===== config.mk =====
export PLATFORM = sky130hd
export DESIGN_NAME = feedback_window_sequencer_flat
export DESIGN_NICKNAME = d
export VERILOG_FILES = /design/src/rtl/feedback_pkg.sv /design/src/rtl/feedback_window_sequencer_if.sv /design/src/rtl/feedback_snapshot_reg.sv /design/src/rtl/feedback_window_sequencer.sv /design/src/flat_wrapper.sv
export SDC_FILE = /design/constraint.sdc
export NUM_CORES = 1
export LEC_CHECK = 0
export BUFFER_PORTS_ARGS = -buffer_cell sky130_fd_sc_hd__buf_2
export CORE_MARGIN = 2
export CORE_UTILIZATION = 50
export CTS_BUF_LIST = sky130_fd_sc_hd__clkbuf_8
export DETAILED_ROUTE_END_ITERATION = 12
export HOLD_SLACK_MARGIN = 0.12
export PLACE_DENSITY = 0.79
export SLEW_MARGIN = 20
export SYNTH_ARGS = -nofsm -noshare
export SYNTH_HDL_FRONTEND = slang
export SYNTH_HIERARCHICAL = 1
export SYNTH_SLANG_ARGS = --single-unit

===== constraint.sdc =====
create_clock -name clk -period 3.1 [get_ports clk]
set_input_delay 0.155 -clock clk [delete_from_list [all_inputs] [get_ports clk]]
set_output_delay 0.155 -clock clk [all_outputs]
set_load 0.02 [all_outputs]

===== src/rtl/feedback_pkg.sv =====
`default_nettype none
// +--------------------------------------------------------------------+
// | feedback_pkg : shared types and constants for the window sequencer |
// | Rev 1.0                                                            |
// +--------------------------------------------------------------------+
package feedback_pkg;

   typedef enum logic [2:0] {
      IDLE    = 3'd0,
      CLEAR   = 3'd1,
      SETTLE  = 3'd2,
      WINDOW  = 3'd3,
      CAPTURE = 3'd4
   } state_t;

   localparam logic [1:0] CLR_NONE = 2'b00;
   localparam logic [1:0] CLR_CYC  = 2'b01;
   localparam logic [1:0] CLR_POS  = 2'b10;
   localparam logic [1:0] CLR_ALL  = 2'b11;

   localparam int SETTLE_CYCLES_DEF = 2;

   // Signed add clamped symmetrically to +/-(2^31-1).
   function automatic logic [31:0] sat_add32(input logic [31:0] a, input logic [31:0] b);
      logic [32:0] s;
      s = {a[31], a} + {b[31], b};
      if (!s[32] && s[31])
         return 32'h7FFF_FFFF;
      if (s[32] && (!s[31] || (s[31:0] == 32'h8000_0000)))
         return 32'h8000_0001;
      return s[31:0];
   endfunction

endpackage
`default_nettype wire


===== src/rtl/feedback_window_sequencer_if.sv =====
`default_nettype none
// +--------------------------------------------------------------------+
// | feedback_window_sequencer_if : snapshot valid/ready bus            |
// | Rev 1.0                                                            |
// +--------------------------------------------------------------------+
interface feedback_window_sequencer_if #(
   parameter int CNT_W = 32,
   parameter int POS_W = 16
);
   logic [POS_W-1:0] snap_pos1;
   logic [POS_W-1:0] snap_pos2;
   logic [POS_W-1:0] snap_diff;
   logic [CNT_W-1:0] snap_cycles;
   logic             snap_valid;
   logic             snap_ready;

   modport master (
      output snap_pos1, snap_pos2, snap_diff, snap_cycles, snap_valid,
      input  snap_ready
   );

   modport slave (
      input  snap_pos1, snap_pos2, snap_diff, snap_cycles, snap_valid,
      output snap_ready
   );
endinterface
`default_nettype wire


===== src/rtl/feedback_snapshot_reg.sv =====
`default_nettype none
// +--------------------------------------------------------------------+
// | feedback_snapshot_reg : snapshot holding regs, handshake, stickies |
// | Rev 1.0                                                            |
// +--------------------------------------------------------------------+
module feedback_snapshot_reg #(
   parameter int CNT_W = 32,
   parameter int POS_W = 16
) (
   input  wire              clk,
   input  wire              rst,
   input  wire              i_capture,
   input  wire              i_clr_sticky,
   input  wire [POS_W-1:0]  i_pos1,
   input  wire [POS_W-1:0]  i_pos2,
   input  wire [POS_W-1:0]  i_diff,
   input  wire [CNT_W-1:0]  i_cycles,
   output logic             o_overrun,
   output logic             o_saturated,
   feedback_window_sequencer_if.master snap
);

   // A pending snapshot is only replaced when it is consumed in the capture cycle.
   logic w_take;
   assign w_take = i_capture && (!snap.snap_valid || snap.snap_ready);

   always_ff @(posedge clk) begin
      if (rst) begin
         snap.snap_pos1   <= '0;
         snap.snap_pos2   <= '0;
         snap.snap_diff   <= '0;
         snap.snap_cycles <= '0;
         snap.snap_valid  <= 1'b0;
         o_overrun        <= 1'b0;
         o_saturated      <= 1'b0;
      end else begin
         if (w_take) begin
            snap.snap_pos1   <= i_pos1;
            snap.snap_pos2   <= i_pos2;
            snap.snap_diff   <= i_diff;
            snap.snap_cycles <= i_cycles;
            snap.snap_valid  <= 1'b1;
         end else if (snap.snap_valid && snap.snap_ready) begin
            snap.snap_valid  <= 1'b0;
         end

         if (i_clr_sticky) begin
            o_overrun   <= 1'b0;
            o_saturated <= 1'b0;
         end else if (i_capture) begin
            if (!w_take)
               o_overrun <= 1'b1;
            if (i_pos1[POS_W-1] || i_pos2[POS_W-1])
               o_saturated <= 1'b1;
         end
      end
   end

endmodule
`default_nettype wire


===== src/rtl/feedback_window_sequencer.sv =====
`default_nettype none
// +--------------------------------------------------------------------+
// | feedback_window_sequencer : clear / settle / window / capture FSM  |
// | Optional drift accumulator: FEEDBACK_DRIFT_ACCUM_EN   Rev 1.0      |
// +--------------------------------------------------------------------+
module feedback_window_sequencer
   import feedback_pkg::*;
#(
   parameter int CNT_W         = 32,
   parameter int POS_W         = 16,
   parameter int SETTLE_CYCLES = SETTLE_CYCLES_DEF
) (
   input  wire              clk,
   input  wire              rst,
   input  wire              i_start,
   input  wire              i_stop,
   input  wire              i_continuous,
   input  wire [CNT_W-1:0]  i_window_len,
   output logic [1:0]       o_clear,
   input  wire [POS_W-1:0]  i_pos1_in,
   input  wire [POS_W-1:0]  i_pos2_in,
   input  wire [POS_W-1:0]  i_diff_in,
   input  wire [CNT_W-1:0]  i_cycles_in,
   output logic             o_busy,
   output logic             o_overrun,
   output logic             o_saturated,
`ifdef FEEDBACK_DRIFT_ACCUM_EN
   output logic [31:0]      o_drift_acc,
`endif
   feedback_window_sequencer_if.master snap
);

   state_t           r_state;
   state_t           w_next;
   logic [CNT_W-1:0] r_cnt;
   logic [CNT_W-1:0] r_len;
   logic             r_cont;
   logic             w_start_idle;
   logic             w_capture;

   assign w_start_idle = (r_state == IDLE) && i_start;

   always_ff @(posedge clk) begin
      if (rst)
         r_state <= IDLE;
      else
         r_state <= w_next;
   end

   always_comb begin
      w_next = r_state;
      case (r_state)
         IDLE:    if (i_start) w_next = CLEAR;
         CLEAR:   w_next = (SETTLE_CYCLES == 0) ? WINDOW : SETTLE;
         SETTLE:  if (r_cnt == CNT_W'(1)) w_next = WINDOW;
         WINDOW:  if (r_cnt == CNT_W'(1)) w_next = CAPTURE;
         CAPTURE: w_next = r_cont ? CLEAR : IDLE;
         default: w_next = IDLE;
      endcase
      if ((r_state != IDLE) && i_stop)
         w_next = IDLE;
   end

   always_comb begin
      o_clear   = CLR_NONE;
      o_busy    = (r_state != IDLE);
      w_capture = (r_state == CAPTURE) && !i_stop;
      if (r_state == CLEAR)
         o_clear = CLR_ALL;
   end

   // One down-counter serves both the settle delay and the window length.
   always_ff @(posedge clk) begin
      if (rst) begin
         r_cnt  <= '0;
         r_len  <= '0;
         r_cont <= 1'b0;
      end else begin
         if (w_start_idle) begin
            r_len  <= (i_window_len == '0) ? CNT_W'(1) : i_window_len;
            r_cont <= i_continuous;
         end
         case (r_state)
            CLEAR:   r_cnt <= (SETTLE_CYCLES == 0) ? r_len : CNT_W'(SETTLE_CYCLES);
            SETTLE:  r_cnt <= (r_cnt == CNT_W'(1)) ? r_len : r_cnt - CNT_W'(1);
            WINDOW:  r_cnt <= r_cnt - CNT_W'(1);
            default: r_cnt <= r_cnt;
         endcase
      end
   end

   feedback_snapshot_reg #(
      .CNT_W (CNT_W),
      .POS_W (POS_W)
   ) u_snapshot (
      .clk          (clk),
      .rst          (rst),
      .i_capture    (w_capture),
      .i_clr_sticky (w_start_idle),
      .i_pos1       (i_pos1_in),
      .i_pos2       (i_pos2_in),
      .i_diff       (i_diff_in),
      .i_cycles     (i_cycles_in),
      .o_overrun    (o_overrun),
      .o_saturated  (o_saturated),
      .snap         (snap)
   );

`ifdef FEEDBACK_DRIFT_ACCUM_EN
   logic [31:0] r_drift_acc;

   always_ff @(posedge clk) begin
      if (rst || w_start_idle)
         r_drift_acc <= '0;
      else if (w_capture)
         r_drift_acc <= sat_add32(r_drift_acc, {{(32-POS_W){i_diff_in[POS_W-1]}}, i_diff_in});
   end

   assign o_drift_acc = r_drift_acc;
`endif

endmodule
`default_nettype wire

===== src/flat_wrapper.sv =====
// flat-port wrapper written by rule: the top's interface ports become plain ports
module feedback_window_sequencer_flat import feedback_pkg::*;
#(
   parameter int CNT_W         = 32,
   parameter int POS_W         = 16,
   parameter int SETTLE_CYCLES = SETTLE_CYCLES_DEF
)
  (clk, rst, i_start, i_stop, i_continuous, i_window_len, o_clear, i_pos1_in, i_pos2_in, i_diff_in, i_cycles_in, o_busy, o_overrun, o_saturated, snap_snap_pos1, snap_snap_pos2, snap_snap_diff, snap_snap_cycles, snap_snap_valid, snap_snap_ready);
  feedback_window_sequencer_if #(.CNT_W(CNT_W), .POS_W(POS_W)) snap_i ();
  input  wire clk;
  input  wire rst;
  input  wire i_start;
  input  wire i_stop;
  input  wire i_continuous;
  input  wire [CNT_W-1:0] i_window_len;
  output logic [1:0] o_clear;
  input  wire [POS_W-1:0] i_pos1_in;
  input  wire [POS_W-1:0] i_pos2_in;
  input  wire [POS_W-1:0] i_diff_in;
  input  wire [CNT_W-1:0] i_cycles_in;
  output logic o_busy;
  output logic o_overrun;
  output logic o_saturated;
  output wire logic [$bits(snap_i.snap_pos1)-1:0] snap_snap_pos1;
  output wire logic [$bits(snap_i.snap_pos2)-1:0] snap_snap_pos2;
  output wire logic [$bits(snap_i.snap_diff)-1:0] snap_snap_diff;
  output wire logic [$bits(snap_i.snap_cycles)-1:0] snap_snap_cycles;
  output wire logic [$bits(snap_i.snap_valid)-1:0] snap_snap_valid;
  input wire logic [$bits(snap_i.snap_ready)-1:0] snap_snap_ready;
  assign snap_snap_pos1 = snap_i.snap_pos1;
  assign snap_snap_pos2 = snap_i.snap_pos2;
  assign snap_snap_diff = snap_i.snap_diff;
  assign snap_snap_cycles = snap_i.snap_cycles;
  assign snap_snap_valid = snap_i.snap_valid;
  assign snap_i.snap_ready = snap_snap_ready;
  feedback_window_sequencer #(.CNT_W(CNT_W), .POS_W(POS_W), .SETTLE_CYCLES(SETTLE_CYCLES)) u_core (.clk(clk), .rst(rst), .i_start(i_start), .i_stop(i_stop), .i_continuous(i_continuous), .i_window_len(i_window_len), .o_clear(o_clear), .i_pos1_in(i_pos1_in), .i_pos2_in(i_pos2_in), .i_diff_in(i_diff_in), .i_cycles_in(i_cycles_in), .o_busy(o_busy), .o_overrun(o_overrun), .o_saturated(o_saturated), .snap(snap_i));
endmodule

# After elaboration in Yosys (flattened, before gate mapping)
# Index checks and enable logic that the tools add are counted.
dict set report totals {
  wordCells 51
  ff_bits 151
  output_inout_bits 86
  in_bits 118
}
dict set report classes {
  addsub 1
  bitwise 1
  mux 11
  reduce_logical 19
  n_eq_ne 8
}
# op count
set op_table {}
lappend op_table {{$pmux 32 s3} 1}
lappend op_table {{$mux 32} 2}
lappend op_table {{$eq 32x1->1 const B} 1}
lappend op_table {{$logic_not 32->1} 1}
lappend op_table {{$sub 32x1->32 const B} 1}
lappend op_table {{$pmux 3 s5} 1}
lappend op_table {{$mux 3} 3}
lappend op_table {{$eq 3x2->1 const B} 2}
lappend op_table {{$reduce_bool 3->1} 2}
lappend op_table {{$logic_and 1x1->1} 5}
lappend op_table {{$ne 2x1->1 const B} 2}
lappend op_table {{$reduce_and 2->1} 2}
lappend op_table {{$reduce_or 2->1} 2}
lappend op_table {{$eq 3x1->1 const B} 1}
lappend op_table {{$eq 3x3->1 const B} 1}
lappend op_table {{$logic_not 3->1} 1}
lappend op_table {{$mux 1} 3}
lappend op_table {{$reduce_and 3->1} 1}
lappend op_table {{$logic_not 1->1} 2}
lappend op_table {{$logic_or 1x1->1} 2}
lappend op_table {{$mux 2} 1}
lappend op_table {{$ne 2x2->1 const B} 1}
lappend op_table {{$reduce_bool 2->1} 1}
lappend op_table {{$not 1->1} 1}

# Depth between registers and ports, before layout
# Gate-level depths: netlist of the first run.
dict set report logic_depth {
  ltp_word 5
  mapped_depth 9
  ltp_nobuf 7
}

# By module
# Netlist of the first run, hierarchy kept.
# mod cells_each instances area_per_inst_um2
set modules_own_cells {}
lappend modules_own_cells {feedback_snapshot_reg 359 1 3787.4}
lappend modules_own_cells {feedback_window_sequencer 460 1 3612.2}

# Worst setup path before layout of the first run
# OpenSTA, ideal clock, no wires.
dict set report synth_path {
  kind {flip-flop to flip-flop}
  start {register u_core.r_cnt[0]}
  end {register u_core.r_cnt[20]}
  setup_time_ns 0.074
  stages_incl_launch_ff 9
  period_less_slack_ns 2.256
  required_ns 3.026
  path_buffers 1
  setup_slack_ns 0.844
  arrival_time_ns 2.182
  cell_sequence {dfxtp_1 > inv_1 > ha_1 > or3b_2 > clkbuf_1 > nor4_4 > nand2_2 > or4_1 > a31oi_1}
}
dict set report synth_via {
  elab_chain_len 3
  word_cells_on_any_way 4
  cone_classes {add/sub: 1; eq/ne: 1; mux: 2}
}
# item line_no
set synth_rtl {}
lappend synth_rtl {{start: declaration} feedback_window_sequencer.sv:35} ;# logic [CNT_W-1:0] r_cnt;
lappend synth_rtl {{start signal: assignment} feedback_window_sequencer.sv:84} ;# CLEAR: r_cnt <= (SETTLE_CYCLES == 0) ? r_len : CNT_W'(SETTLE_CYCLES);
lappend synth_rtl {{start signal: assignment} feedback_window_sequencer.sv:85} ;# SETTLE: r_cnt <= (r_cnt == CNT_W'(1)) ? r_len : r_cnt - CNT_W'(1);
lappend synth_rtl {{start signal: assignment} feedback_window_sequencer.sv:86} ;# WINDOW: r_cnt <= r_cnt - CNT_W'(1);
lappend synth_rtl {{$sub 32x1->32 or $eq 32x1->1 (tied branches)} {feedback_window_sequencer.sv:85, feedback_window_sequencer.sv:86}}
lappend synth_rtl {{$mux 32} feedback_window_sequencer.sv:85}
lappend synth_rtl {{$pmux 32 s3 (*)} feedback_window_sequencer.sv:83} ;# case (r_state)
# Mark *: on every way between the ends. The rest lies on a longest branch, timed or not.
# A chain may end at the register's enable or synchronous reset.

# Worst setup path in the final report of the first run
dict set report layout_path {
  start {register u_core.r_cnt[15]}
  end {register u_core.r_cnt[15]}
}
# Same word-level chain as after synthesis.

==> out/metrics.sh, run 1 <==
STATUS='finished, final reports clean'
WORST_SLEW_MARGIN_REL_PCT=51.8
IO_PINS=204
POSTSYNTHAREAPERCELL_SQ_UM=9.03
PORTBUFFERS=203
FLOORPLAN.DIE.HEIGHT_UM=126
FMAX_MHz=389
CRITICAL_PATH_CLASS='reg2reg'
CRITICAL_PATH.MAX_FANOUT=14
SYNTH-SEQ-CELLS=151
CELLLEAKAGEPOWER_uW=0.00412
WHS_PATH_DEPTH=2
SYNTH_AREA_SQ_UM=7400
SYNTH_FP_NETS=939
POWER-PER-CELL-AREA_nW_PER_UM2=449
TIMING.CRITICAL_PATH.TO_TYPE='register'
ROUTE.VIAS.TOTAL=7418
FINAL_WORST_SETUP_SLACK_NS=0.531
VIAS_PER_CELL=5.63
ASYNCSETRESETFLOPFRACSYNTH_PCT=0
CTS-HTREE-LEVELS=4
REPORT.FINAL.SLEW_VIOL_COUNT=0
FINALWEIGHTEDCONGESTION=0.942
CRITICAL_PATH_AT_NS=2.89
R2R.WORST_PATH.CELLS=6
CTS_BUFFER_DEPTH=2
PLACED_WIRE_LENGTH_ESTIMATE_AFTER_DETAILED_PLACEMENT_UM=13900
GRT_PASS1_VIAS=7516
DIE_W_UM=126
CLK-INSERTION-DELAY-LATE_NS=0.46
GLOBAL_ROUTE.USAGE.TOTAL_PCT=30.7
FIN_TOTAL_PWR_uW=4520
CTS_TREE='done'
DRV_CAP=0
FINISH.NET_COUNT=1239
FINAL_CYCLE_SHARE_PCT=82.9
REQUIRED_NS=3.42
CLK_TRANSITION_REPORTED_PATHS_NS=0.08
DRTITER0DRC=720
DETAILEDPLACE.WORSTSLACK_NS=0.547
WL_UM=24400
FINALWORSTPATHREQUIREDPERIOD_NS=2.57
DRT_DRC_VIOLATIONS_LEFT=0
WORST-SLEW-PIN-TRANSITION_NS=0.717
SYNTH-EDFF-COUNT=0
CRITPATHLAUNCHTYPE='register'
VDD_IR_DROP_MAX_V=0.000277
GLOBAL_ROUTE.OVERFLOW_TOTAL=0
TOP_REG_CELL_SYNTH='dfxtp_1'
NUMCTSBUFFERS=17
GRT_MAX_DEGREE=166
ANTENNA_FOUND_INITIAL=1
POST_ROUTE_UTILIZATION_PCT=69.5
NFILLCELLS=1022
AREA_GROWTH_SYN_TO_LAYOUT_PCT=36.0
TIMING.SETUP.TNS_NS=0
NETLIST_CELL_TYPES=60
SEQ_AREA_FRAC_SYNTH_PCT=40.9
FLOORPLAN.DIE_AREA_SQ_UM=15800
YOSYS_WARN_COUNT=6
MIN-DELAY-PATH-CLASS='in2reg'
RSZ0062_AT_GRT='false'
TIMING.FINAL.SETUP_VIOLATIONS=0
ANT_NETS=0
CLOCK_TREE.ROOT_CELL='clkbuf_8'
CORE.ROWCOUNT=44
HOLD_VIOLATION_COUNT_IN_THE_FINAL_REPORT=0
CLOCK-SKEW-FINAL_NS=0.0163
DRT_PRE_ANTENNA_ITERS=7
CTS.SINKS=151
ROUTED_WIRE_LENGTH_PER_INSTANCE_UM=18.5
SHARE_OF_LAYOUT_CELLS_ABOVE_DRIVE_STRENGTH_1_PCT=23.8
GRT_FIRST_PASS_WIRELENGTH_UM=38600
FLOORPLAN.INITIALDENSITY_PCT=51.1
CORE_REGION_AREA_SQ_UM=14500
POST_SYNTH_INST_COUNT=819
## critical path, stage by stage (launching register included)
cell,delay (ns)
dfxtp_1,0.37
nor4_2,0.55
nand4_2,0.25
or3_1,0.69
buf_4,0.29
a31oi_1,0.19
o32ai_1,0.09
## through the flow
step | hold slack, ns | area [sq um] | cells
after floorplan | 0.232 | 7400 | 819
after global placement | 0.398 | 8470 | 1168
after detailed placement | 0.401 | 8470 | 1168
after CTS | 0.195 | 10100 | 1316
after global routing | 0.232 | 10100 | 1317
final | 0.227 | 10100 | 1317
## final timing paths
kind                                 start                            end  slack [ns]
max          u_core/r_cnt[15]$_SDFFE_PP0P_  u_core/r_cnt[15]$_SDFFE_PP0P_        0.53
min                                    rst  u_core/r_len[27]$_SDFFE_PP0P_        0.23
max reg2reg  u_core/r_cnt[15]$_SDFFE_PP0P_  u_core/r_cnt[15]$_SDFFE_PP0P_        0.53
min reg2reg  u_core/r_len[12]$_SDFFE_PP0P_  u_core/r_len[12]$_SDFFE_PP0P_        0.46
## power breakdown
group | leakage (uW) | total [uW] | switching, uW | internal [uW]
Clock | 0.000210 | 1660 | 813 | 848
Sequential | 0.00122 | 2030 | 48.0 | 1980
Combinational | 0.00268 | 822 | 437 | 385
## metal layers
layer / vias to the layer above / track usage (%) / wire (um)
met5: - / 0 / 0
met2: 391 / 52.1 / 11900
met1: 3450 / 34.7 / 9160
met3: 119 / 7.73 / 1850
li1: 3458 / - / -
met4: 0 / 18.7 / 1470
## area by class of cell
cell class | instances | area [sq um] | area share, %
multi-input combinational | 598 | 3950 | 39.2
sequential | 151 | 3020 | 30.0
timing repair buffer | 338 | 2380 | 23.7
clock buffer | 19 | 262 | 2.60
tap | 184 | 230 | 2.29
clock inverter | 13 | 166 | 1.65
inverter | 13 | 48.8 | 0.485
antenna | 1 | 2.50 | 0.0249
## Yosys cell counts (5+ instances only)
| master | number | share of area [%] |
|---|---|---|
| mux2i_1 | 85 | 11 |
| nand2b_1 | 162 | 14 |
| buf_12 | 9 | 2.4 |
| o22ai_1 | 10 | 0.85 |
| a22oi_1 | 11 | 1.1 |
| nand3_1 | 17 | 1.1 |
| nor3_1 | 26 | 1.8 |
| xor2_1 | 8 | 0.95 |
| nand4_1 | 6 | 0.51 |
| or3_1 | 5 | 0.42 |
| a31oi_1 | 8 | 0.68 |
| nor4_1 | 15 | 1.3 |
| o21ai_0 | 11 | 0.74 |
| or4_1 | 8 | 0.81 |
| clkbuf_1 | 41 | 2.1 |
| a32oi_1 | 6 | 0.71 |
| nand2_1 | 84 | 4.3 |
| nor2_1 | 20 | 1.0 |
| dfxtp_1 | 151 | 41 |
| a21oi_1 | 50 | 3.4 |
| inv_1 | 12 | 0.61 |
## state kept, by name (all words and copies together), names as in the netlist
| signal | count |
|---|---|
| u_core/r_cnt | 32 |
| u_core/r_len | 32 |
| u_core/u_snapshot/snap.snap_cycles | 32 |
| u_core/u_snapshot/snap.snap_diff | 16 |
| u_core/u_snapshot/snap.snap_pos1 | 16 |
| u_core/u_snapshot/snap.snap_pos2 | 16 |
| u_core/r_state | 3 |
| u_core/r_cont | 1 |
| u_core/u_snapshot/o_overrun | 1 |
| u_core/u_snapshot/o_saturated | 1 |
| u_core/u_snapshot/snap.snap_valid | 1 |
## cells in the final DEF, fill, tap and decap left out, types with 3 or more instances in the layout
cell | Yosys | final
buf_2 | 4 | 202
nand2b_1 | 162 | 162
dfxtp_1 | 151 | 151
dlygate4sd3_1 | 0 | 116
mux2i_1 | 85 | 85
nand2_1 | 84 | 84
a21oi_1 | 50 | 50
nor3_1 | 26 | 26
nor2_1 | 20 | 20
clkbuf_8 | 0 | 19
nand3_1 | 17 | 17
buf_4 | 1 | 15
nor4_1 | 15 | 15
inv_1 | 12 | 12
o21ai_0 | 11 | 11
a22oi_1 | 11 | 11
o22ai_1 | 10 | 10
or4_1 | 8 | 8
xor2_1 | 8 | 8
a31oi_1 | 8 | 8
nand4_1 | 6 | 6
a32oi_1 | 6 | 6
or3_1 | 5 | 5
buf_12 | 9 | 5
inv_6 | 0 | 4
nor2b_1 | 4 | 4
o211ai_1 | 4 | 4
o31a_1 | 4 | 4
xnor2_1 | 4 | 4
clkinvlp_4 | 0 | 3
bufinv_16 | 0 | 3
nor4_2 | 3 | 3
nand4b_1 | 3 | 3
a21boi_0 | 3 | 3
## logic make-up after synthesis
family	Yosys count	synth area share, %
and+or+nand+nor	372	28.9
DFF	151	40.9
AOI/OAI and AO/OA	125	10.8
muxes	87	11.8
buffers and inverters	70	5.85
xor gates and xnor gates	12	1.42
adders and majority gates	2	0.338
## timing repair
| item | 4_1_cts | 5_1_grt |
|---|---|---|
| gates resized for setup | 0 | 0 |
| endpoints found under the hold margin | 119 | 0 |
| setup buffers | 0 | 0 |
| hold buffers | 116 | 0 |
No activity file was read; power rests on OpenSTA's default activity.
==> run 2, diff against run 1 <==
--- a/config.mk
+++ b/config.mk
@@ -7,11 +7,11 @@
 export LEC_CHECK = 0
 export BUFFER_PORTS_ARGS = -buffer_cell sky130_fd_sc_hd__buf_2
 export CORE_MARGIN = 2
-export CORE_UTILIZATION = 50
+export CORE_UTILIZATION = 49
 export CTS_BUF_LIST = sky130_fd_sc_hd__clkbuf_8
 export DETAILED_ROUTE_END_ITERATION = 12
 export HOLD_SLACK_MARGIN = 0.12
-export PLACE_DENSITY = 0.79
+export PLACE_DENSITY = 0.8
 export SLEW_MARGIN = 20
 export SYNTH_ARGS = -nofsm -noshare
 export SYNTH_HDL_FRONTEND = slang
==> constraint.sdc (replaced) <==
create_clock -name clk -period 2.2 [get_ports clk]
set_input_delay 0.11 -clock clk [delete_from_list [all_inputs] [get_ports clk]]
set_output_delay 0.11 -clock clk [all_outputs]
set_load 0.02 [all_outputs]
==> out/metrics.sh, run 2 (synthesis gave the netlist of run 1 again) <==
STATUS='finished, final reports clean'
PORTBUFFERS=203
FLOORPLAN.DIE.HEIGHT_UM=127
REGISTERS_WITH_THE_MOST_FLIP_FLOPS='u_core/r_cnt x32, u_core/r_len x32, u_core/u_snapshot/snap.snap_cycles x32'
GRT_MAX_DEGREE=158
DRT_DRC_VIOLATIONS_LEFT=0
HOLD_PATH_START='i_pos2_in[6]'
CRITICAL_PATH_CLASS='reg2reg'
LAYOUT_COMMON_CELLS='buf_2, nand2b_1, dfxtp_1'
CORE_REGION_AREA_SQ_UM=14600
LAYOUT_COMMONEST_CELL='buf_2'
ROUTED_WIRE_LENGTH_PER_INSTANCE_UM=19.1
MULTI_INPUT_AREA_SQ_UM=4010
DRT_PRE_ANTENNA_ITERS=6
CTS.SINKS=151
HOLD_VIOLATION_COUNT_IN_THE_FINAL_REPORT=0
CRITICAL_PATH_AT_NS=2.49
NFILLCELLS=1001
GRT_FIRST_PASS_WIRELENGTH_UM=40300
DIE_W_UM=127
FINAL_CYCLE_SHARE_PCT=97.4
ANTENNA_FOUND_INITIAL=1
WORST_R2R_ENDPOINT='u_core/r_cnt[25]$_SDFFE_PP0P_'
CLOCK-SKEW-FINAL_NS=0.0186
REQUIRED_NS=2.55
DRV_CAP=0
CORE.ROWCOUNT=44
FINALWEIGHTEDCONGESTION=0.973
GLOBAL_ROUTE.OVERFLOW_TOTAL=0
ROUTE.VIAS.TOTAL=7711
GLOBAL_ROUTE.USAGE.TOTAL_PCT=31.8
CLOCK_TREE.ROOT_CELL='clkbuf_8'
POWER-PER-CELL-AREA_nW_PER_UM2=657
R2R.WORST_PATH.CELLS=7
TIMING.CRITICAL_PATH.TO_TYPE='register'
FINISH.NET_COUNT=1277
FLOORPLAN.DIE_AREA_SQ_UM=16100
CLK-INSERTION-DELAY-LATE_NS=0.47
REG2REG_FROM='u_core/r_cnt[1]$_SDFFE_PP0P_'
MIN-DELAY-PATH-CLASS='in2reg'
GRT_PASS1_VIAS=7771
IO_PINS=204
WL_UM=26000
CLK_TRANSITION_REPORTED_PATHS_NS=0.10
LAYOUT.AREA.SEQ_SQ_UM=3030
WHS_PATH_DEPTH=4
CTS_BUFFER_DEPTH=2
CTS-HTREE-LEVELS=4
FINALWORSTPATHREQUIREDPERIOD_NS=2.14
WORST_HOLD_PATH.ENDPOINT='u_core/u_snapshot/snap.snap_pos2[6]$_SDFFE_PP0P_'
NUMCTSBUFFERS=17
TIMING.FINAL.SETUP_VIOLATIONS=0
WORST_SLEW_MARGIN_REL_PCT=61.3
DRTITER0DRC=751
ANT_NETS=0
PLACED_WIRE_LENGTH_ESTIMATE_AFTER_DETAILED_PLACEMENT_UM=14800
VDD_IR_DROP_MAX_V=0.000503
CELLLEAKAGEPOWER_uW=0.00434
R2R_SLACK_NS=0.06
FIN_WORST_HOLD_SLACK_NS=0.444
FLOORPLAN.INITIALDENSITY_PCT=50.5
CRITICAL_PATH.MAX_FANOUT=5
SHARE_OF_LAYOUT_CELLS_ABOVE_DRIVE_STRENGTH_1_PCT=27.2
FMAX_MHz=467
VIAS_PER_CELL=5.68
AREA_GROWTH_SYN_TO_LAYOUT_PCT=41.5
WORST-SLEW-PIN-TRANSITION_NS=0.581
RSZ0062_AT_GRT='true'
REPORT.FINAL.SLEW_VIOL_COUNT=0
CTS_TREE='done'
POST_ROUTE_UTILIZATION_PCT=71.5
CRITPATHLAUNCHTYPE='register'
## run 2: changes by cell type in the layout (fill, tap and decap cells not counted), moves of 2 or more
cell	change
or4_1	-2
buf_12	-2
buf_4	+38
diode_2	+2
inv_6	-3
or4_4	+2
dfxtp_2	+2
clkinv_4	+2
dfxtp_1	-3
bufinv_16	+3
## run 2: critical path, stage by stage (launching register included)
cell     delay, ns
dfxtp_2       0.34
buf_4         0.14
nor4_2        0.33
buf_4         0.22
nand4_1       0.13
or3_1         0.36
a41o_1        0.25
o31a_1        0.27
## run 2: cell type report
class | instances | area share, %
Sequential cell | 151 | 28.9
Clock buffer | 18 | 2.37
Tap cell | 184 | 2.20
Inverter | 13 | 0.466
Clock inverter | 14 | 2.35
Multi-Input combinational cell | 598 | 38.3
Antenna cell | 3 | 0.0717
Timing Repair Buffer | 376 | 25.3
## run 2: worst max-delay path by stage
| stage | to | depth (start not counted) | slack, ns | from |
|---|---|---|---|---|
| 2_1_floorplan | u_core/r_cnt[20]$_SDFFE_PP0P_ | 8 | 0.02 | u_core/r_cnt[0]$_SDFFE_PP0P_ |
| 3_3_place_gp | u_core/r_cnt[1]$_SDFFE_PP0P_ | 7 | 0.0002 | u_core/r_cnt[0]$_SDFFE_PP0P_ |
| 3_5_place_dp | u_core/r_cnt[1]$_SDFFE_PP0P_ | 7 | -0.08 | u_core/r_cnt[0]$_SDFFE_PP0P_ |
| 4_1_cts | u_core/r_cnt[16]$_SDFFE_PP0P_ | 6 | 0.006 | u_core/r_cnt[4]$_SDFFE_PP0P_ |
| 5_1_grt | u_core/r_cnt[25]$_SDFFE_PP0P_ | 7 | -0.03 | u_core/r_cnt[1]$_SDFFE_PP0P_ |
| 6_report | u_core/r_cnt[25]$_SDFFE_PP0P_ | 7 | 0.06 | u_core/r_cnt[1]$_SDFFE_PP0P_ |
## run 2: per-stage QoR
stage / instance area [sq um] / setup TNS, ns / setup WS (ns) / instances / power [uW]
after floorplan: 7400 / 0 / 0.0196 / 819 / 3560
after global placement: 8700 / 0 / 0.000167 / 1201 / 3990
after detailed placement: 8700 / -0.237 / -0.0828 / 1201 / 4000
after CTS: 10400 / 0 / 0.00588 / 1350 / 6750
after global routing: 10500 / -0.0469 / -0.0340 / 1355 / 7130
final: 10500 / 0 / 0.0573 / 1357 / 6880
## run 2: routing by layer
metal | routed length [um] | up-vias | share of wire [%] | GRT usage [%]
met4 | 1430 | 0 | 5.5 | 18.5
li1 | - | 3531 | - | -
met5 | 0 | - | 0 | 0
met3 | 1750 | 112 | 6.7 | 7.00
met2 | 12900 | 400 | 50 | 54.8
met1 | 9860 | 3668 | 38 | 36.3
## run 2: power by group
group | switching (uW) | leakage, uW | total [uW] | internal, uW
clock | 1130 | 0.000241 | 2640 | 1510
combinational | 688 | 0.00287 | 1370 | 685
sequential | 68.2 | 0.00122 | 2860 | 2800
## run 2: timing repair
| item | in CTS | in global routing |
|---|---|---|
| hold endpoints to repair | 123 | 0 |
| endpoints found under the setup margin | 9 | 21 |
| hold buffers | 117 | 0 |
| pin swaps | 0 | 8 |
| buffers inserted | 0 | 4 |
| resized for setup | 2 | 17 |
